**src/rtl/mips_alu_exec_pkg.sv**
```systemverilog
// Shared encodings for the MIPS EX-stage ALU: controller alu_op codes, funct
// codes, the internal operation enum and a rotate helper.
package mips_alu_pkg;

  localparam logic [4:0] ALUOP_RTYPE    = 5'd0;
  localparam logic [4:0] ALUOP_ADD      = 5'd1;
  localparam logic [4:0] ALUOP_AND      = 5'd2;
  localparam logic [4:0] ALUOP_OR       = 5'd3;
  localparam logic [4:0] ALUOP_XOR      = 5'd4;
  localparam logic [4:0] ALUOP_SLT      = 5'd5;
  localparam logic [4:0] ALUOP_SLTU     = 5'd6;
  localparam logic [4:0] ALUOP_LUI      = 5'd7;
  localparam logic [4:0] ALUOP_SPECIAL2 = 5'd8;
  localparam logic [4:0] ALUOP_SEXT     = 5'd9;
  localparam logic [4:0] ALUOP_SUB      = 5'd10;

  localparam logic [5:0] FN_SLL   = 6'h00;
  localparam logic [5:0] FN_SRL   = 6'h02;
  localparam logic [5:0] FN_SRA   = 6'h03;
  localparam logic [5:0] FN_SLLV  = 6'h04;
  localparam logic [5:0] FN_SRLV  = 6'h06;
  localparam logic [5:0] FN_SRAV  = 6'h07;
  localparam logic [5:0] FN_JR    = 6'h08;
  localparam logic [5:0] FN_MOVZ  = 6'h0A;
  localparam logic [5:0] FN_MOVN  = 6'h0B;
  localparam logic [5:0] FN_MFHI  = 6'h10;
  localparam logic [5:0] FN_MTHI  = 6'h11;
  localparam logic [5:0] FN_MFLO  = 6'h12;
  localparam logic [5:0] FN_MTLO  = 6'h13;
  localparam logic [5:0] FN_MULT  = 6'h18;
  localparam logic [5:0] FN_MULTU = 6'h19;
  localparam logic [5:0] FN_ADD   = 6'h20;
  localparam logic [5:0] FN_ADDU  = 6'h21;
  localparam logic [5:0] FN_SUB   = 6'h22;
  localparam logic [5:0] FN_SUBU  = 6'h23;
  localparam logic [5:0] FN_AND   = 6'h24;
  localparam logic [5:0] FN_OR    = 6'h25;
  localparam logic [5:0] FN_XOR   = 6'h26;
  localparam logic [5:0] FN_NOR   = 6'h27;
  localparam logic [5:0] FN_SLT   = 6'h2A;
  localparam logic [5:0] FN_SLTU  = 6'h2B;

  localparam logic [5:0] F2_MADD  = 6'h00;
  localparam logic [5:0] F2_MUL   = 6'h02;
  localparam logic [5:0] F2_MSUB  = 6'h04;

  localparam logic [4:0] SEL_SEB  = 5'h10;
  localparam logic [4:0] SEL_SEH  = 5'h18;

  typedef enum logic [4:0] {
    OP_NONE, OP_ADD, OP_SUB, OP_AND, OP_OR, OP_XOR, OP_NOR, OP_SLT, OP_SLTU,
    OP_SLL, OP_SRL, OP_ROTR, OP_SRA, OP_SLLV, OP_SRLV, OP_ROTRV, OP_SRAV,
    OP_PASSA, OP_MULT, OP_MULTU, OP_MFHI, OP_MFLO, OP_MTHI, OP_MTLO,
    OP_LUI, OP_MUL, OP_MADD, OP_MSUB, OP_SEB, OP_SEH
  } alu_op_e;

  // A count of 0 makes the left part shift by 32, which yields 0, so x is returned intact.
  function automatic logic [31:0] rotr32(input logic [31:0] x, input logic [4:0] n);
    return (x >> n) | (x << (6'd32 - {1'b0, n}));
  endfunction

endpackage

```
**src/rtl/mips_alu_exec_if.sv**
```systemverilog
// Operand/result bundle between the controller/forwarding side (master) and
// the EX-stage ALU (slave).
interface mips_alu_exec_if;
  logic [4:0]  alu_op;
  logic [5:0]  funct;
  logic [4:0]  shamt;
  logic [4:0]  rs_field;
  logic [31:0] op_a;
  logic [31:0] op_b;
  logic [31:0] pc_plus4;
  logic [31:0] offset;
  logic [31:0] alu_result;
  logic        zero;
  logic [63:0] mult_result;
  logic        hilo_write;
  logic        mul_sel;
  logic [31:0] branch_target;
  logic [31:0] hi;
  logic [31:0] lo;

  modport master (
    output alu_op, funct, shamt, rs_field, op_a, op_b, pc_plus4, offset,
    input  alu_result, zero, mult_result, hilo_write, mul_sel, branch_target, hi, lo
  );

  modport slave (
    input  alu_op, funct, shamt, rs_field, op_a, op_b, pc_plus4, offset,
    output alu_result, zero, mult_result, hilo_write, mul_sel, branch_target, hi, lo
  );
endinterface

```
**src/rtl/mips_alu_exec_dec.sv**
```systemverilog
// ALU-control decode: {alu_op, funct, shamt, rs_field[0]} -> internal op.
// Macro ALU_MADD_EN enables the SPECIAL2 madd/msub encodings.
module alu_control_dec
  import mips_alu_pkg::*;
(
  input  logic [4:0] alu_op_i,
  input  logic [5:0] funct_i,
  input  logic [4:0] shamt_i,
  input  logic       rs0_i,
  output alu_op_e    op_o,
  output logic       hilo_write_o,
  output logic       mul_sel_o
);

  // Table decode; anything not listed falls through to OP_NONE.
  always_comb begin
    op_o = OP_NONE;
    case (alu_op_i)
      ALUOP_RTYPE: begin
        case (funct_i)
          FN_ADD, FN_ADDU: op_o = OP_ADD;
          FN_SUB, FN_SUBU: op_o = OP_SUB;
          FN_AND:          op_o = OP_AND;
          FN_OR:           op_o = OP_OR;
          FN_XOR:          op_o = OP_XOR;
          FN_NOR:          op_o = OP_NOR;
          FN_SLT:          op_o = OP_SLT;
          FN_SLTU:         op_o = OP_SLTU;
          FN_SLL:          op_o = OP_SLL;
          FN_SRL:          op_o = rs0_i ? OP_ROTR : OP_SRL;
          FN_SRA:          op_o = OP_SRA;
          FN_SLLV:         op_o = OP_SLLV;
          FN_SRLV:         op_o = shamt_i[0] ? OP_ROTRV : OP_SRLV;
          FN_SRAV:         op_o = OP_SRAV;
          FN_MOVZ, FN_MOVN: op_o = OP_PASSA;
          FN_MULT:         op_o = OP_MULT;
          FN_MULTU:        op_o = OP_MULTU;
          FN_MFHI:         op_o = OP_MFHI;
          FN_MFLO:         op_o = OP_MFLO;
          FN_MTHI:         op_o = OP_MTHI;
          FN_MTLO:         op_o = OP_MTLO;
          FN_JR:           op_o = OP_NONE;
          default:         op_o = OP_NONE;
        endcase
      end
      ALUOP_ADD:  op_o = OP_ADD;
      ALUOP_AND:  op_o = OP_AND;
      ALUOP_OR:   op_o = OP_OR;
      ALUOP_XOR:  op_o = OP_XOR;
      ALUOP_SLT:  op_o = OP_SLT;
      ALUOP_SLTU: op_o = OP_SLTU;
      ALUOP_LUI:  op_o = OP_LUI;
      ALUOP_SPECIAL2: begin
        case (funct_i)
          F2_MUL:  op_o = OP_MUL;
`ifdef ALU_MADD_EN
          F2_MADD: op_o = OP_MADD;
          F2_MSUB: op_o = OP_MSUB;
`endif
          default: op_o = OP_NONE;
        endcase
      end
      ALUOP_SEXT: begin
        if (shamt_i == SEL_SEB) begin
          op_o = OP_SEB;
        end else if (shamt_i == SEL_SEH) begin
          op_o = OP_SEH;
        end else begin
          op_o = OP_NONE;
        end
      end
      ALUOP_SUB:  op_o = OP_SUB;
      default:    op_o = OP_NONE;
    endcase
    hilo_write_o = op_o inside {OP_MULT, OP_MULTU, OP_MADD, OP_MSUB, OP_MTHI, OP_MTLO};
    mul_sel_o    = (op_o == OP_MUL);
  end

endmodule

```
**src/rtl/mips_alu_exec.sv**
```systemverilog
// EX-stage ALU, branch-target adder and HI/LO pair of the 5-stage MIPS pipeline.
// Macro ALU_MADD_EN (handled in alu_control_dec) enables madd/msub.
module mips_alu_exec
  import mips_alu_pkg::*;
#(
  parameter int WIDTH = 32
)(
  input  logic            Clk,
  input  logic            Reset,
  mips_alu_exec_if.slave  bus
);

  alu_op_e              op_s;
  logic                 hilo_write_s;
  logic                 mul_sel_s;
  logic                 sgn_s;
  logic [2*WIDTH-1:0]   a_ext_s;
  logic [2*WIDTH-1:0]   b_ext_s;
  logic [2*WIDTH-1:0]   prod_s;
  logic [WIDTH-1:0]     result_s;
  logic [2*WIDTH-1:0]   hilo_d;
  logic [2*WIDTH-1:0]   hilo_q;
  logic                 unused_rs_s;

  alu_control_dec u_dec (
    .alu_op_i     (bus.alu_op),
    .funct_i      (bus.funct),
    .shamt_i      (bus.shamt),
    .rs0_i        (bus.rs_field[0]),
    .op_o         (op_s),
    .hilo_write_o (hilo_write_s),
    .mul_sel_o    (mul_sel_s)
  );

  assign unused_rs_s = ^bus.rs_field[4:1];

  // Only multu is unsigned; a 64x64 product of the extended operands gives both forms.
  assign sgn_s   = (op_s != OP_MULTU);
  assign a_ext_s = {{WIDTH{sgn_s & bus.op_a[WIDTH-1]}}, bus.op_a};
  assign b_ext_s = {{WIDTH{sgn_s & bus.op_b[WIDTH-1]}}, bus.op_b};
  assign prod_s  = a_ext_s * b_ext_s;

  // Main ALU datapath.
  always_comb begin
    result_s = '0;
    case (op_s)
      OP_ADD:   result_s = bus.op_a + bus.op_b;
      OP_SUB:   result_s = bus.op_a - bus.op_b;
      OP_AND:   result_s = bus.op_a & bus.op_b;
      OP_OR:    result_s = bus.op_a | bus.op_b;
      OP_XOR:   result_s = bus.op_a ^ bus.op_b;
      OP_NOR:   result_s = ~(bus.op_a | bus.op_b);
      OP_SLT:   result_s = {31'd0, $signed(bus.op_a) < $signed(bus.op_b)};
      OP_SLTU:  result_s = {31'd0, bus.op_a < bus.op_b};
      OP_SLL:   result_s = bus.op_b << bus.shamt;
      OP_SRL:   result_s = bus.op_b >> bus.shamt;
      OP_ROTR:  result_s = rotr32(bus.op_b, bus.shamt);
      OP_SRA:   result_s = $unsigned($signed(bus.op_b) >>> bus.shamt);
      OP_SLLV:  result_s = bus.op_b << bus.op_a[4:0];
      OP_SRLV:  result_s = bus.op_b >> bus.op_a[4:0];
      OP_ROTRV: result_s = rotr32(bus.op_b, bus.op_a[4:0]);
      OP_SRAV:  result_s = $unsigned($signed(bus.op_b) >>> bus.op_a[4:0]);
      OP_PASSA: result_s = bus.op_a;
      OP_MFHI:  result_s = hilo_q[2*WIDTH-1:WIDTH];
      OP_MFLO:  result_s = hilo_q[WIDTH-1:0];
      OP_LUI:   result_s = {bus.op_b[15:0], 16'h0000};
      OP_MUL:   result_s = prod_s[WIDTH-1:0];
      OP_SEB:   result_s = {{24{bus.op_b[7]}}, bus.op_b[7:0]};
      OP_SEH:   result_s = {{16{bus.op_b[15]}}, bus.op_b[15:0]};
      default:  result_s = '0;
    endcase
  end

  // Next HI/LO value for the accumulate and move-to ops.
  always_comb begin
    hilo_d = hilo_q;
    case (op_s)
      OP_MULT, OP_MULTU: hilo_d = prod_s;
      OP_MADD:           hilo_d = hilo_q + prod_s;
      OP_MSUB:           hilo_d = hilo_q - prod_s;
      OP_MTHI:           hilo_d = {bus.op_a, hilo_q[WIDTH-1:0]};
      OP_MTLO:           hilo_d = {hilo_q[2*WIDTH-1:WIDTH], bus.op_a};
      default:           hilo_d = hilo_q;
    endcase
  end

  // HI/LO storage; reset clears it even in the middle of an accumulate sequence.
  always_ff @(posedge Clk or negedge Reset) begin
    if (!Reset) begin
      hilo_q <= '0;
    end else if (hilo_write_s) begin
      hilo_q <= hilo_d;
    end else begin
      hilo_q <= hilo_q;
    end
  end

  assign bus.alu_result    = result_s;
  assign bus.zero          = (result_s == 32'd0);
  assign bus.mult_result   = prod_s;
  assign bus.hilo_write    = hilo_write_s;
  assign bus.mul_sel       = mul_sel_s;
  assign bus.branch_target = bus.pc_plus4 + {bus.offset[29:0], 2'b00};
  assign bus.hi            = hilo_q[2*WIDTH-1:WIDTH];
  assign bus.lo            = hilo_q[WIDTH-1:0];

endmodule

```
**src/flat_wrapper.sv**
```systemverilog
// flat-port wrapper written by rule: the top's interface ports become plain ports
module mips_alu_exec_flat import mips_alu_pkg::*;
#(
  parameter int WIDTH = 32
)
  (Clk, Reset, bus_alu_op, bus_funct, bus_shamt, bus_rs_field, bus_op_a, bus_op_b, bus_pc_plus4, bus_offset, bus_alu_result, bus_zero, bus_mult_result, bus_hilo_write, bus_mul_sel, bus_branch_target, bus_hi, bus_lo);
  mips_alu_exec_if bus_i ();
  input  logic Clk;
  input  logic Reset;
  input wire logic [$bits(bus_i.alu_op)-1:0] bus_alu_op;
  input wire logic [$bits(bus_i.funct)-1:0] bus_funct;
  input wire logic [$bits(bus_i.shamt)-1:0] bus_shamt;
  input wire logic [$bits(bus_i.rs_field)-1:0] bus_rs_field;
  input wire logic [$bits(bus_i.op_a)-1:0] bus_op_a;
  input wire logic [$bits(bus_i.op_b)-1:0] bus_op_b;
  input wire logic [$bits(bus_i.pc_plus4)-1:0] bus_pc_plus4;
  input wire logic [$bits(bus_i.offset)-1:0] bus_offset;
  output wire logic [$bits(bus_i.alu_result)-1:0] bus_alu_result;
  output wire logic [$bits(bus_i.zero)-1:0] bus_zero;
  output wire logic [$bits(bus_i.mult_result)-1:0] bus_mult_result;
  output wire logic [$bits(bus_i.hilo_write)-1:0] bus_hilo_write;
  output wire logic [$bits(bus_i.mul_sel)-1:0] bus_mul_sel;
  output wire logic [$bits(bus_i.branch_target)-1:0] bus_branch_target;
  output wire logic [$bits(bus_i.hi)-1:0] bus_hi;
  output wire logic [$bits(bus_i.lo)-1:0] bus_lo;
  assign bus_i.alu_op = bus_alu_op;
  assign bus_i.funct = bus_funct;
  assign bus_i.shamt = bus_shamt;
  assign bus_i.rs_field = bus_rs_field;
  assign bus_i.op_a = bus_op_a;
  assign bus_i.op_b = bus_op_b;
  assign bus_i.pc_plus4 = bus_pc_plus4;
  assign bus_i.offset = bus_offset;
  assign bus_alu_result = bus_i.alu_result;
  assign bus_zero = bus_i.zero;
  assign bus_mult_result = bus_i.mult_result;
  assign bus_hilo_write = bus_i.hilo_write;
  assign bus_mul_sel = bus_i.mul_sel;
  assign bus_branch_target = bus_i.branch_target;
  assign bus_hi = bus_i.hi;
  assign bus_lo = bus_i.lo;
  mips_alu_exec #(.WIDTH(WIDTH)) u_core (.Clk(Clk), .Reset(Reset), .bus(bus_i));
endmodule
```
**config.mk**
```make
export PLATFORM = sky130hd
export DESIGN_NAME = mips_alu_exec_flat
export DESIGN_NICKNAME = d
export VERILOG_FILES = /design/src/rtl/mips_alu_exec_pkg.sv /design/src/rtl/mips_alu_exec_if.sv /design/src/rtl/mips_alu_exec_dec.sv /design/src/rtl/mips_alu_exec.sv /design/src/flat_wrapper.sv
export SDC_FILE = /design/constraint.sdc
export NUM_CORES = 2
export LEC_CHECK = 0
export ABC_AREA = 1
export BUFFER_PORTS_ARGS = -buffer_cell sky130_fd_sc_hd__buf_2
export CAP_MARGIN = 20
export CORE_ASPECT_RATIO = 2
export CORE_MARGIN = 2
export CORE_UTILIZATION = 48
export CTS_BUF_LIST = sky130_fd_sc_hd__clkbuf_8
export DETAILED_ROUTE_END_ITERATION = 16
export HOLD_SLACK_MARGIN = 0.02
export PLACE_DENSITY = 0.62
export SYNTH_ARGS = -nofsm -noshare
export SYNTH_HDL_FRONTEND = slang
export SYNTH_HIERARCHICAL = 1
export SYNTH_SLANG_ARGS = --single-unit
```
**constraint.sdc**
```tcl
create_clock -name Clk -period 11.9 [get_ports Clk]
set_input_delay 0 -clock Clk [delete_from_list [all_inputs] [get_ports Clk]]
set_output_delay 0 -clock Clk [all_outputs]
set_load 0.005 [all_outputs]
```
==> reports/qor.yml, run 1 <==
run_status:
  status: "stopped before the end"
  stop_stage: "5_1_grt"
  error_line: "[ERROR GRT-0116] Global routing finished with congestion. Check the congestion regions in the DRC Viewer."
floorplanning:
  die_w_um: 265
  start_util_pct: 48.4
  num_rows: 191
  die_h_um: 526
  pin_count: 346
global_route:
  grtUsageTotal_pct: 69.7
  grt_pass1_vias: 88600
  overflow: 350
  grt_pass1_wl_um: 684000
  grt_max_degree: 68
synth:
  synth.yosys.seq_area_share_pct: 2.45
  async_flop_share_pct: 100
  synth-seq-cells: 64
  synth_cell_types: 66
  synth_nets: 11500
  synth_edf_count: 0
  netlist_area_um2: 65400
  avgSynthCellArea_um2: 6.66
  synth_ff_type: "dfrtp_1"
  syn_inst: 9816
  ys_warn_count: 6
placement:
  dp_hpwl_um: 344000
  post-place-cells: 12200
  gp_congestion: 1.16
  port_buffers: 335
clocking:
  cts.sink_count: 64
  cts_setup_buffers: 0
  root_buffer: "clkbuf_8"
  ctsLongestPathBuffers: 2
  numCtsBuffers: 9
  htree_levels: 3
## timing repair
action | in CTS
resized for setup | 0
hold buffers | 3
endpoints found under the hold margin | 66
## metal layers
layer	GRT overflow	global-route usage [%]
met5	0	13.8
met4	147	76.5
met3	7	46.7
met2	196	91.1
met1	0	68.1
## kinds of logic after synthesis
logic type	after synthesis	synth area share, %
AND/OR/NAND/NOR	3673	22.6
buffers and inverters	2587	15.0
AO/OA/AOI/OAI	1773	15.1
adder cells (fa/ha/maj)	1532	42.3
XOR/XNOR	148	2.05
flip-flops	64	2.45
multiplexers	39	0.597
## stage by stage
stage | util, % | setup WS (ns) | area [µm²]
after floorplan | - | 1.75 | 65400
after global placement | 54.5 | 0.199 | 73700
after detailed placement | 54.5 | 0.137 | 73700
after CTS | 54.7 | 0.502 | 74000
## cell usage after synthesis (all sizes together), types with 31 or more instances
library cell | instances | area share, %
nand4 | 67 | 0.64
nor4 | 31 | 0.31
xor2 | 101 | 1.4
o22ai | 85 | 0.81
xnor2 | 47 | 0.66
nand2 | 2557 | 15
mux2i | 39 | 0.60
inv | 2079 | 12
fa | 1129 | 35
buf | 146 | 0.99
or2 | 34 | 0.33
clkbuf | 344 | 2.0
ha | 403 | 7.7
o21ai | 888 | 6.9
o221ai | 31 | 0.42
o211ai | 55 | 0.63
nand3 | 240 | 1.9
nor2 | 656 | 3.9
a31oi | 41 | 0.39
a21oi | 496 | 3.8
nor3 | 60 | 0.47
dfrtp | 64 | 2.4
==> run 2, diff against run 1 <==
- CORE_ASPECT_RATIO: 2 -> not set
- CORE_UTILIZATION: 48 -> 33
- CTS_BUF_LIST: sky130_fd_sc_hd__clkbuf_8 -> not set
- HOLD_SLACK_MARGIN: 0.02 -> not set
- PLACE_DENSITY: 0.62 -> not set
- PLACE_DENSITY_LB_ADDON: not set -> 0.15
==> run 2 against run 1 <==
Compared with the run above:
- the run now ends clean
- area after synthesis is the same
- synthesized cell count is the same
==> reports/qor.yml, run 2 <==
synth:
  synth_nets: 11500
  syn_inst: 9816
  async_flop_share_pct: 100
  synth-seq-cells: 64
  netlist_area_um2: 65400
  synth_cell_types: 66
  synthAdderAreaFrac_pct: 42.3
  ys_warn_count: 6
  yosysTopAreaCell: "fa_1"
  yosys.area_share.simple_pct: 22.6
  synthXorXnorAreaFrac_pct: 2.05
  synth.area.top_cells: "fa_1 35%, nand2_1 15%, inv_1 12%, ha_1 7.7%, o21ai_0 6.0%"
  synth_top_family_by_area: "adder cells"
  synth_commonest_cells: "2537 x nand2_1, 2052 x inv_1, 1129 x fa_1"
  synth_edf_count: 0
  yosysTopAreaCellShare_pct: 34.6
  synth.yosys.seq_area_share_pct: 2.45
  avgSynthCellArea_um2: 6.66
  synth_ff_type: "dfrtp_1"
  yosysMostFrequentCell: "nand2_1"
  synth_mux_area_share_pct: 0.597
  synth_compound_area_share_pct: 15.1
cells_and_area:
  nets: 12000
  top_register: "u_core/hilo_q"
  mostFrequentLayoutCell: "nand2_1"
  area_delta_synth_final_pct: 13.8
  drive_gt1_share_pct: 11.3
  reg_top3: "u_core/hilo_q x64"
  largest_register_ffs: 64
  final_cell_mix: "2537 x nand2_1, 2052 x inv_1, 1128 x fa_1"
run_status:
  status: "finished clean"
global_route:
  grt_pass1_wl_um: 531000
  grt_max_degree: 68
  grt_pass1_vias: 69900
  grtUsageTotal_pct: 36.9
  antenna_found_initial: 56
  overflow: 0
worst_setup_path:
  end_kind: "register"
  crit_type: "input port to register"
  crit_path_start_kind: "input port"
  cp_common_cell: "fa_1"
  cp_slowest_stage_delay_ns: 0.74
  required_ns: 12.17
  crit_fanout: 16
  worst_ep_arrival_time_ns: 11.61
  worst_path_max_delay_cell: "fa_1"
clocking:
  clk_pin_slew_ns: 0.07
  cts.sink_count: 64
  root_buffer: "clkbuf_16"
  numCtsBuffers: 9
  htree_levels: 3
  cts_tree: "done"
  ctsLongestPathBuffers: 2
  worstSkewPairLatency_ns: 0.39
floorplanning:
  core_area_um2: 197000
  dieArea_um2: 202000
  pin_count: 346
  num_rows: 163
  start_util_pct: 33.2
  die_w_um: 449
  die_h_um: 449
placement:
  gp_congestion: 1.10
  port_buffers: 335
  dp_hpwl_um: 316000
route:
  drt-initial-drc-count: 7398
  route.detailed.drc: 0
  num_vias: 70500
  ant_nets: 0
  wire_per_inst_um: 28.9
  via_per_inst: 5.40
  drt_pass1_iterations: 7
  wl_um: 378000
sta:
  finalCritPeriodShare_pct: 95.3
  tns_ns: 0
  grt_setup_unrepaired: "false"
  post-route-min-period_ns: 11.34
  max_freq_mhz: 88.2
  skew_ns: 0.0211
  holdWs_ns: 0.00000828
  setup_viol: 0
  hold_viol: 0
  slew_violations: 0
  relSlewSlack_pct: 5.94
  worst_pin_slew_ns: 1.40
flow_run:
  max_cap_viol_count: 0
hold_path:
  hp-class: "input port to async pin"
## run 2: path summary, 6_finish.rpt
kind	start	end	slack (ns)	depth (start not counted)
max	bus_op_b[8]	u_core/hilo_q[56]$_DFFE_PN0P_	0.56	45
min	Reset	u_core/hilo_q[43]$_DFFE_PN0P_	0.000008	2
max reg2reg	u_core/hilo_q[0]$_DFFE_PN0P_	u_core/hilo_q[38]$_DFFE_PN0P_	7.85	21
min reg2reg	u_core/hilo_q[63]$_DFFE_PN0P_	u_core/hilo_q[63]$_DFFE_PN0P_	0.54	2
max in group asynchronous	Reset	u_core/hilo_q[13]$_DFFE_PN0P_	11.29	3
min in group Clk	bus_pc_plus4[1]	bus_branch_target[1]	0	0
## run 2: logic make-up after synthesis
group,Yosys count
compound gates,1773
xor+xnor,148
fa+ha+maj,1532
buf+inv,2587
flops,64
mux,39
simple gates,3673
## run 2: timing repair
item,4_1_cts,5_1_grt
hold endpoints to repair,64,0
hold buffers,1,0
setup endpoints to repair,0,13
resized for setup,0,12
buffers inserted,0,1
## run 2: through the flow
step                utilization, %  instance area (µm²)  std cells  setup slack [ns]
global placement              37.4                73800      13000             0.275
CTS                           37.6                74100      13000             0.552
global route                  37.7                74300      13000            0.0131
finish                        37.7                74400      13100             0.559
detailed placement            37.4                73800      13000             0.236
floorplan                        -                65400       9816              1.75
## run 2: cell type report
class / count / area (µm²)
Antenna cell: 60 / 150
Tap cell: 2640 / 3300
Inverter: 2097 / 7870
Clock inverter: 7 / 78.8
Fill cell: 21800 / 123000
Timing Repair Buffer: 1016 / 7090
Multi-Input combinational cell: 7165 / 54100
Sequential cell: 64 / 1600
Clock buffer: 9 / 225
## run 2: metal layers
layer | GRT usage, % | wire (µm)
met5 | 0 | 116
met2 | 57.7 | 169000
met3 | 6.67 | 29600
met4 | 19.5 | 22800
met1 | 48.4 | 157000
## run 2: critical path: cells and delay by family
family | cells | cell delay, ns
and+or+nand+nor | 16 | 2.85
xor gates and xnor gates | 1 | 0.16
AOI/OAI and AO/OA | 10 | 2.10
buffers and inverters | 8 | 1.56
adders and majority gates | 10 | 4.85
Power of run 2 is not shown: default switching activity piles up to over one toggle a cycle in this logic, so the estimate is an artifact.
